$ cat src/rtl/fix2flt_seq_if.sv
// fix2flt_seq_if: start/done control bus of the fixed-to-half converter.
//   start   : request; sampled by the converter only while idle
//   fix_in  : operand {sign, 15-bit magnitude}, captured on the accepting edge
//   busy    : converter is working on an operand
//   done    : one-cycle pulse, flt_out valid
//   flt_out : binary16 result, held until the next conversion completes
interface fix2flt_seq_if;
  logic        start;
  logic [15:0] fix_in;
  logic        busy;
  logic        done;
  logic [15:0] flt_out;

  modport master (output start, fix_in, input busy, done, flt_out);
  modport slave  (input start, fix_in, output busy, done, flt_out);
endinterface

$ cat src/rtl/fix2flt_seq.sv
// fix2flt_seq: sequential sign-and-magnitude fixed point to IEEE-754 binary16.
// The magnitude is normalised one bit per cycle by left shifts until bit 14
// holds the leading one; the shift count then sets the exponent and the bits
// just below the leading one form the (truncated) mantissa.
// Ports:
//   clk   : system clock, rising edge
//   reset : asynchronous, active-low reset
//   bus   : slave side of fix2flt_seq_if (start/fix_in in, busy/done/flt_out out)
module fix2flt_seq #(
  parameter int unsigned FRAC_BITS = 8
) (
  input  logic          clk,
  input  logic          reset,
  fix2flt_seq_if.slave  bus
);

  typedef enum logic [1:0] {S_IDLE, S_NORM, S_PACK} state_t;

  state_t      r_state;
  state_t      w_next;
  logic        r_sgn;
  logic [14:0] r_mag;
  logic [3:0]  r_cnt;
  logic [15:0] r_flt;
  logic        r_done;
  logic [5:0]  w_exp;

  // Leading one at bit 14 after r_cnt shifts means value = 1.x * 2^(14-FRAC_BITS-r_cnt);
  // adding the bias of 15 gives 29 - FRAC_BITS - r_cnt.
  assign w_exp = 6'd29 - 6'(FRAC_BITS) - {2'b00, r_cnt};

  always_comb begin
    w_next = r_state;
    case (r_state)
      S_IDLE: if (bus.start) w_next = (bus.fix_in[14:0] == '0) ? S_PACK : S_NORM;
      S_NORM: if (r_mag[14]) w_next = S_PACK;
      S_PACK: w_next = S_IDLE;
      default: w_next = S_IDLE;
    endcase
  end

  always_ff @(posedge clk or negedge reset) begin
    if (!reset) r_state <= S_IDLE;
    else        r_state <= w_next;
  end

  always_ff @(posedge clk or negedge reset) begin
    if (!reset) begin
      r_sgn  <= 1'b0;
      r_mag  <= '0;
      r_cnt  <= '0;
      r_flt  <= '0;
      r_done <= 1'b0;
    end else begin
      r_done <= 1'b0;
      case (r_state)
        S_IDLE: begin
          if (bus.start) begin
            r_sgn <= bus.fix_in[15];
            r_mag <= bus.fix_in[14:0];
            r_cnt <= '0;
          end
        end
        S_NORM: begin
          if (!r_mag[14]) begin
            r_mag <= r_mag << 1;
            r_cnt <= r_cnt + 4'd1;
          end
        end
        S_PACK: begin
          r_done <= 1'b1;
          // Zero keeps its sign so -0 survives the conversion.
          if (r_mag == '0) r_flt <= {r_sgn, 15'b0};
          else             r_flt <= {r_sgn, w_exp[4:0], r_mag[13:4]};
        end
        default: ;
      endcase
    end
  end

  assign bus.busy    = (r_state != S_IDLE);
  assign bus.done    = r_done;
  assign bus.flt_out = r_flt;

endmodule

$ cat src/flat_wrapper.sv
// flat-port wrapper written by rule: the top's interface ports become plain ports
module fix2flt_seq_flat 
#(
  parameter int unsigned FRAC_BITS = 8
)
  (clk, reset, bus_start, bus_fix_in, bus_busy, bus_done, bus_flt_out);
  fix2flt_seq_if bus_i ();
  input  logic clk;
  input  logic reset;
  input wire logic [$bits(bus_i.start)-1:0] bus_start;
  input wire logic [$bits(bus_i.fix_in)-1:0] bus_fix_in;
  output wire logic [$bits(bus_i.busy)-1:0] bus_busy;
  output wire logic [$bits(bus_i.done)-1:0] bus_done;
  output wire logic [$bits(bus_i.flt_out)-1:0] bus_flt_out;
  assign bus_i.start = bus_start;
  assign bus_i.fix_in = bus_fix_in;
  assign bus_busy = bus_i.busy;
  assign bus_done = bus_i.done;
  assign bus_flt_out = bus_i.flt_out;
  fix2flt_seq #(.FRAC_BITS(FRAC_BITS)) u_core (.clk(clk), .reset(reset), .bus(bus_i));
endmodule
$ cat config.mk
export PLATFORM = sky130hd
export DESIGN_NAME = fix2flt_seq_flat
export DESIGN_NICKNAME = d
export VERILOG_FILES = /design/src/rtl/fix2flt_seq_if.sv /design/src/rtl/fix2flt_seq.sv /design/src/flat_wrapper.sv
export SDC_FILE = /design/constraint.sdc
export NUM_CORES = 1
export LEC_CHECK = 0
export BUFFER_PORTS_ARGS = -buffer_cell sky130_fd_sc_hd__buf_2
export CAP_MARGIN = 10
export CORE_UTILIZATION = 59
export CTS_BUF_LIST = sky130_fd_sc_hd__clkbuf_4 sky130_fd_sc_hd__clkbuf_8
export DETAILED_ROUTE_END_ITERATION = 16
export PLACE_DENSITY_LB_ADDON = 0.05
export SYNTH_ARGS = -nofsm -noshare
export SYNTH_HDL_FRONTEND = slang
export SYNTH_SLANG_ARGS = --single-unit
$ cat constraint.sdc
create_clock -name clk -period 4.35 [get_ports clk]
set_input_delay 0.2175 -clock clk [delete_from_list [all_inputs] [get_ports clk]]
set_output_delay 0.2175 -clock clk [all_outputs]
set_load 0.01 [all_outputs]
* After elaboration in Yosys (flattened, before gate mapping)
Index checks and enable logic that the tools add are counted.
** Operators by class
- Add/sub/neg operators :: 2
- Multipliers :: 0
- Div/mod/pow operators :: 0
- Magnitude comparators :: 0
- Equal/unequal tests :: 5
- Shifts and indexed selects :: 0
- Mux-type cells :: 12
- Bitwise operators :: 0
- Reductions and logical operators :: 9
** Operators with widths (number)
- 15-bit two-way mux :: 3
- 15-bit zero test :: 2
- 15-bit one-hot mux with 2 select lines :: 1
- 4-bit two-way mux :: 2
- 4-bit one-hot mux with 2 select lines :: 1
- 2-bit two-way mux :: 3
- 2-bit AND reduction :: 3
- 5-bit by 4-bit subtractor with 5-bit output, first input constant :: 1
- 4-bit by 1-bit adder with 4-bit output, second input constant :: 1
- 2-bit inequality test, second input constant :: 2
- 2-bit one-hot mux with 2 select lines :: 1
- 2-bit nonzero test :: 2
- 3-bit AND reduction :: 1
- 2-bit by 1-bit equality test with 1-bit output, second input constant :: 1
- 2-bit equality test, second input constant :: 1
- 2-bit zero test :: 1
- 2-bit by 1-bit inequality test with 1-bit output, second input constant :: 1
- 1-bit two-way mux :: 1
** Word-level totals
- Flip-flop bits (word level) :: 39
- Bits in latches :: 0
- RAM bits :: 0
- ROM bits :: 0
- Input port bits :: 19
- Memories kept :: 0

* Depth between registers and ports, before layout
- Word-level depth :: 4
- Mapped depth :: 5
- Gate-level depth less buffers :: 4

* Worst setup path before layout
OpenSTA, ideal clock, no wires.
- Kind :: flip-flop to flip-flop
- Start point :: reg u_core.r_state[1]
- End point :: reg u_core.r_sgn
- Setup time :: 0.125 ns
- Arrival time :: 1.293 ns
- Required time :: 4.225 ns
- Setup slack :: 2.932 ns
- Cell stages (with the launch flop) :: 5
- Path buffers :: 2
- Clock period less this slack :: 1.418 ns
- Cell sequence :: dfrtp_1 > nor3b_2 > buf_2 > buf_6 > mux2_2
** On the way
- Cells in the longest elaborated chain, start to end :: 2
** Ends and longest elaborated chain
- start, declared :: line fix2flt_seq.sv:19 : state_t r_state;
- start signal, assigned :: line fix2flt_seq.sv:44 : else r_state <= w_next;
- 2-bit zero test :: line fix2flt_seq.sv:56 : case (r_state)
- 2-bit AND reduction (no line)
- end signal, assigned :: line fix2flt_seq.sv:59 : r_sgn <= bus.fix_in[15];
- end, declared :: line fix2flt_seq.sv:21 : logic r_sgn;
No other way between the ends.
A chain may end at the register's enable or synchronous reset.

* Final worst setup path
- Start point :: reg u_core.r_state[0]
- End point :: reg u_core.r_cnt[0]
** On the way
- Cells in the longest elaborated chain, start to end :: 3
** Ends and longest elaborated chain
- 2-bit by 1-bit equality test with 1-bit output or 2-bit zero test (tied branches) :: line fix2flt_seq.sv:56
- 2-bit inequality test (no line) or 2-bit nonzero test (tied branches)
- 3-bit AND reduction (no line)
- end signal, assigned :: line fix2flt_seq.sv:67 : r_cnt <= r_cnt + 4'd1;
- end, declared :: line fix2flt_seq.sv:23 : logic [3:0] r_cnt;
Several ways; a longest one is shown, not always the timed one.

==> impl_summary.txt <==
----------------------------------------------------
[Hold path]
  Min-delay worst type ... input port to flop

[Clock network]
  Clock tree from TritonCTS ... built
  Root cell of the clock tree ... sky130_fd_sc_hd__clkbuf_4
  Count of instances resized after the clock tree is built ... 0
  Clock-pin slew of the registers on the worst-case setup and hold paths ... roughly 0.11 ns
  CTS HTree Levels ... 2
  TritonCTS buffer count ... 5
  CTS Sinks ... 39
  Number of buffers on the longest clock path ... 2
  Worst-Skew Late Latency ... 0.34 ns

[Yosys]
  Netlist area before placement ... ~1700 µm²
  Mean area per synthesized cell ... about 13 µm²
  Post-Synthesis Net Count ... approximately 160
  Cell count after synthesis ... 133
  Count of unique library cells instantiated by Yosys ... 33
  Sequential fraction of the synthesis area ... 0.559
  Yosys warning count ... 0
  Number of storage elements in the synthesis netlist ... 39

[Finish]
  Area of all placed cells without fillers ... ~2000 µm²
  Most frequent cells in the layout ... 39 x sky130_fd_sc_hd__dfrtp_1, 36 x sky130_fd_sc_hd__buf_2, 19 x sky130_fd_sc_hd__a22o_1
  Number of nets in the final layout ... ~190
  Post-synthesis to final-layout area growth ... 15.2%
  Multi-input gate area ... 682 µm²
  Antenna Diode Count ... 0
  Utilization of the core after routing ... 0.723
  Cell Count, Final, Fillers Out ... just over 200
  Most common library cell in the layout ignoring fill and taps ... sky130_fd_sc_hd__dfrtp_1
  Proportion of layout cells with a drive suffix above 1 ... 0.382
  Fill cell instance count of the final layout ... 224
  FF/Latch Area ... 976 µm²

[Critical path]
  Launching instance or port of the critical path ... u_core.r_state[0]$_DFFE_PN0P_
  Flop-to-flop setup slack ... ~2.4 ns
  Crit path capture type ... flop
  Worst Setup Start Kind ... flop
  RR Startpoint ... u_core.r_state[0]$_DFFE_PN0P_
  Critical Path Fanout Max ... 20
  Worst path arrival time ... between 2 and 2.5 ns
  Data required time at the worst endpoint ... about 4.6 ns
  Reg-to-reg endpoint ... u_core.r_cnt[0]$_DFFE_PN0P_
  Cell count of the worst reg-to-reg path ... 4
  Type of the worst setup path ... flop to flop
  Critical path destination ... u_core.r_cnt[0]$_DFFE_PN0P_

[STA]
  Largest clock skew in the final design ... between 0.004 and 0.005 ns
  Post-route minimum period ... 1.95 ns
  Ratio of final minimum period to clock period ... 0.448
  Relative slew slack ... 0.365
  PnR worst setup slack ... 2.40 ns
  Tightest hold margin ... ~0.10 ns
  Max Freq ... slightly above 500 MHz
  Slew @ Worst Pin ... ~0.95 ns
  RSZ-0062 raised after global routing ... no
  Post-Route Setup TNS ... 0 ns
  Setup violation total in the final timing report ... 0
  Count of final max-slew check failures ... 0
  Hold Fails Final Rpt ... 0

[Run status]
  Status ... finished clean

[GRT]
  GRT met2 Usage ... 0.381
  Fraction of met3 tracks used by global routing ... 0.0438
  Vias in the first global route ... approximately 1,200
  Congestion Overflow GR ... 0
  Initial antenna violation count ... 0
  Global-route wire length before repair ... around 5.7 mm
  Met1 Resource Use GR ... 0.324
  Pin count of the biggest net entering global routing ... 40
  Global-route total usage across every layer ... 0.237
  Routing layer with the top usage in global route ... met2

[Placed design]
  Worst slack after detailed placement ... 2.47 ns
  Final RePlAce weighted congestion ... ~0.78
  Count of input and output buffers ... 36
  Dpl cells ... roughly 200
  Instance area after placement ... around 1900 µm²
  Half-perimeter wire length of the detailed placement result ... around 2.3 mm

[Floorplanning]
  Area of the die ... 3180 µm²
  Initial core utilization ... 0.628
  Area of the core ... about 2800 µm²
  Number of placement rows ... 19
  Number of placed I/O pins ... 37
  Die Ht ... roughly 56 µm
  Die boundary width ... 56.4 µm

[Pwr]
  Leakage Power ... roughly 1.0 nW
  Switching component of the power ... between 0.5 and 0.6 mW
  Power share of the clock group ... 0.174
  Pwr Total ... ~1.4 mW
  Internal power ... 0.943 mW
  Part of the total power dissipated in combinational logic ... 0.373
  Pwr/cell area ... between 700 and 800 nW/µm²
  Largest vdd supply drop ... between 0.5 and 0.6 mV
  Share of total power in sequential cells ... 0.454
  Switching portion of total power ... 0.349

[Route]
  Via count of the routed design ... ~1,200
  Drt total wl ... around 3.3 mm
  Number of remaining DRC errors ... 0
  Number of violations reported at the end of detailed-routing iteration 0 ... 22
  Vias per inst ... roughly 6
  Routed Antenna Nets ... 0
  Detailed-router iteration count before antenna repair ... 4
  Routed len/inst ... around 16 µm

[Flow run]
  Max-cap check violation count ... 0

----------------------------------------------------
## sequential cells by signal (all words and copies together) (netlist names)
name	cells
u_core.bus.flt_out	16
u_core.r_mag	15
u_core.r_cnt	4
u_core.r_state	2
u_core.bus.done	1
u_core.r_sgn	1
## area by class of cell
type / count / area share
flip-flops and latches: 39 / 0.485
multi-input cells: 81 / 0.339
repair buffers: 39 / 0.102
clock buffers: 6 / 0.0255
well taps: 31 / 0.0193
clock inverters: 2 / 0.0174
inverters: 6 / 0.0112
## cells in the mapped netlist, drive strengths merged
cell / instances / area, µm²
a41oi: 1 / 16.3
a31oi: 1 / 6.26
a221o: 1 / 10.0
and4bb: 1 / 12.5
or2: 1 / 6.26
buf: 7 / 65.1
nor3b: 3 / 32.5
a22o: 19 / 166
nand3b: 1 / 7.51
nor3: 3 / 20.0
nor2: 4 / 15.0
a21oi: 2 / 10.0
a21o: 13 / 98.9
nand2: 1 / 3.75
dfrtp: 39 / 976
nor4: 6 / 37.5
o22a: 1 / 8.76
xnor2: 1 / 8.76
nand2b: 1 / 6.26
mux2: 12 / 135
nand4: 1 / 6.26
o21a: 1 / 7.51
inv: 6 / 22.5
and4: 1 / 10.0
xor2: 1 / 8.76
ha: 3 / 37.5
o21ai: 2 / 10.0
## power groups by stage
stage	clock network, mW	registers (mW)	logic [mW]
2_1_floorplan	0	0.668	0.382
3_3_place_gp	0	0.653	0.530
3_5_place_dp	0	0.666	0.542
4_1_cts	0.257	0.657	0.546
5_1_grt	0.267	0.682	0.594
6_report	0.252	0.657	0.540
## worst max-delay path: stages, from the launching register on
cell and delay, ns:
sky130_fd_sc_hd__dfrtp_1 0.48, sky130_fd_sc_hd__nor3b_2 0.19, sky130_fd_sc_hd__buf_4 0.21, sky130_fd_sc_hd__nor2_1 0.73, sky130_fd_sc_hd__mux2_2 0.29
## worst min path at each step
stage | startpoint | end | slack, ns | cells past startpoint
final | bus_fix_in[15] | u_core.r_sgn$_DFFE_PN0P_ | 0.10 | 2
after global routing | bus_fix_in[15] | u_core.r_sgn$_DFFE_PN0P_ | 0.11 | 2
after CTS | bus_fix_in[15] | u_core.r_sgn$_DFFE_PN0P_ | 0.09 | 2
after detailed placement | reset | u_core.bus.flt_out[4]$_DFFE_PN0P_ | 0.37 | 1
after global placement | reset | u_core.bus.flt_out[4]$_DFFE_PN0P_ | 0.35 | 1
after floorplan | reset | u_core.bus.done$_DFF_PN0_ | -0.08 | 0
## metal layers
layer / up-vias / part of all wire / routed length, µm
li1: 578 / - / -
met1: 606 / 0.47 / 1580
met2: 29 / 0.47 / 1570
met3: 9 / 0.034 / 113
met4: 0 / 0.018 / 59
met5: - / 0 / 0
## cells by family (layout without fill, tap and decap cells)
logic type                 count (synthesis)  count (layout)  share of synthesized area
muxes                                     12              12                     0.0774
buffers and inverters                     13              53                     0.0502
and+or+nand+nor                           23              23                     0.0903
AOI/OAI and AO/OA                         41              41                      0.191
DFF                                       39              39                      0.559
adders and majority gates                  3               3                     0.0215
xor gates and xnor gates                   2               2                     0.0100
## timing repair
| item | 4_1_cts | 5_1_grt |
|---|---|---|
| hold buffers | 1 | 0 |
| endpoints found under the hold margin | 39 | 0 |
| setup buffers | 0 | 0 |
No activity file was read; power rests on OpenSTA's default activity.
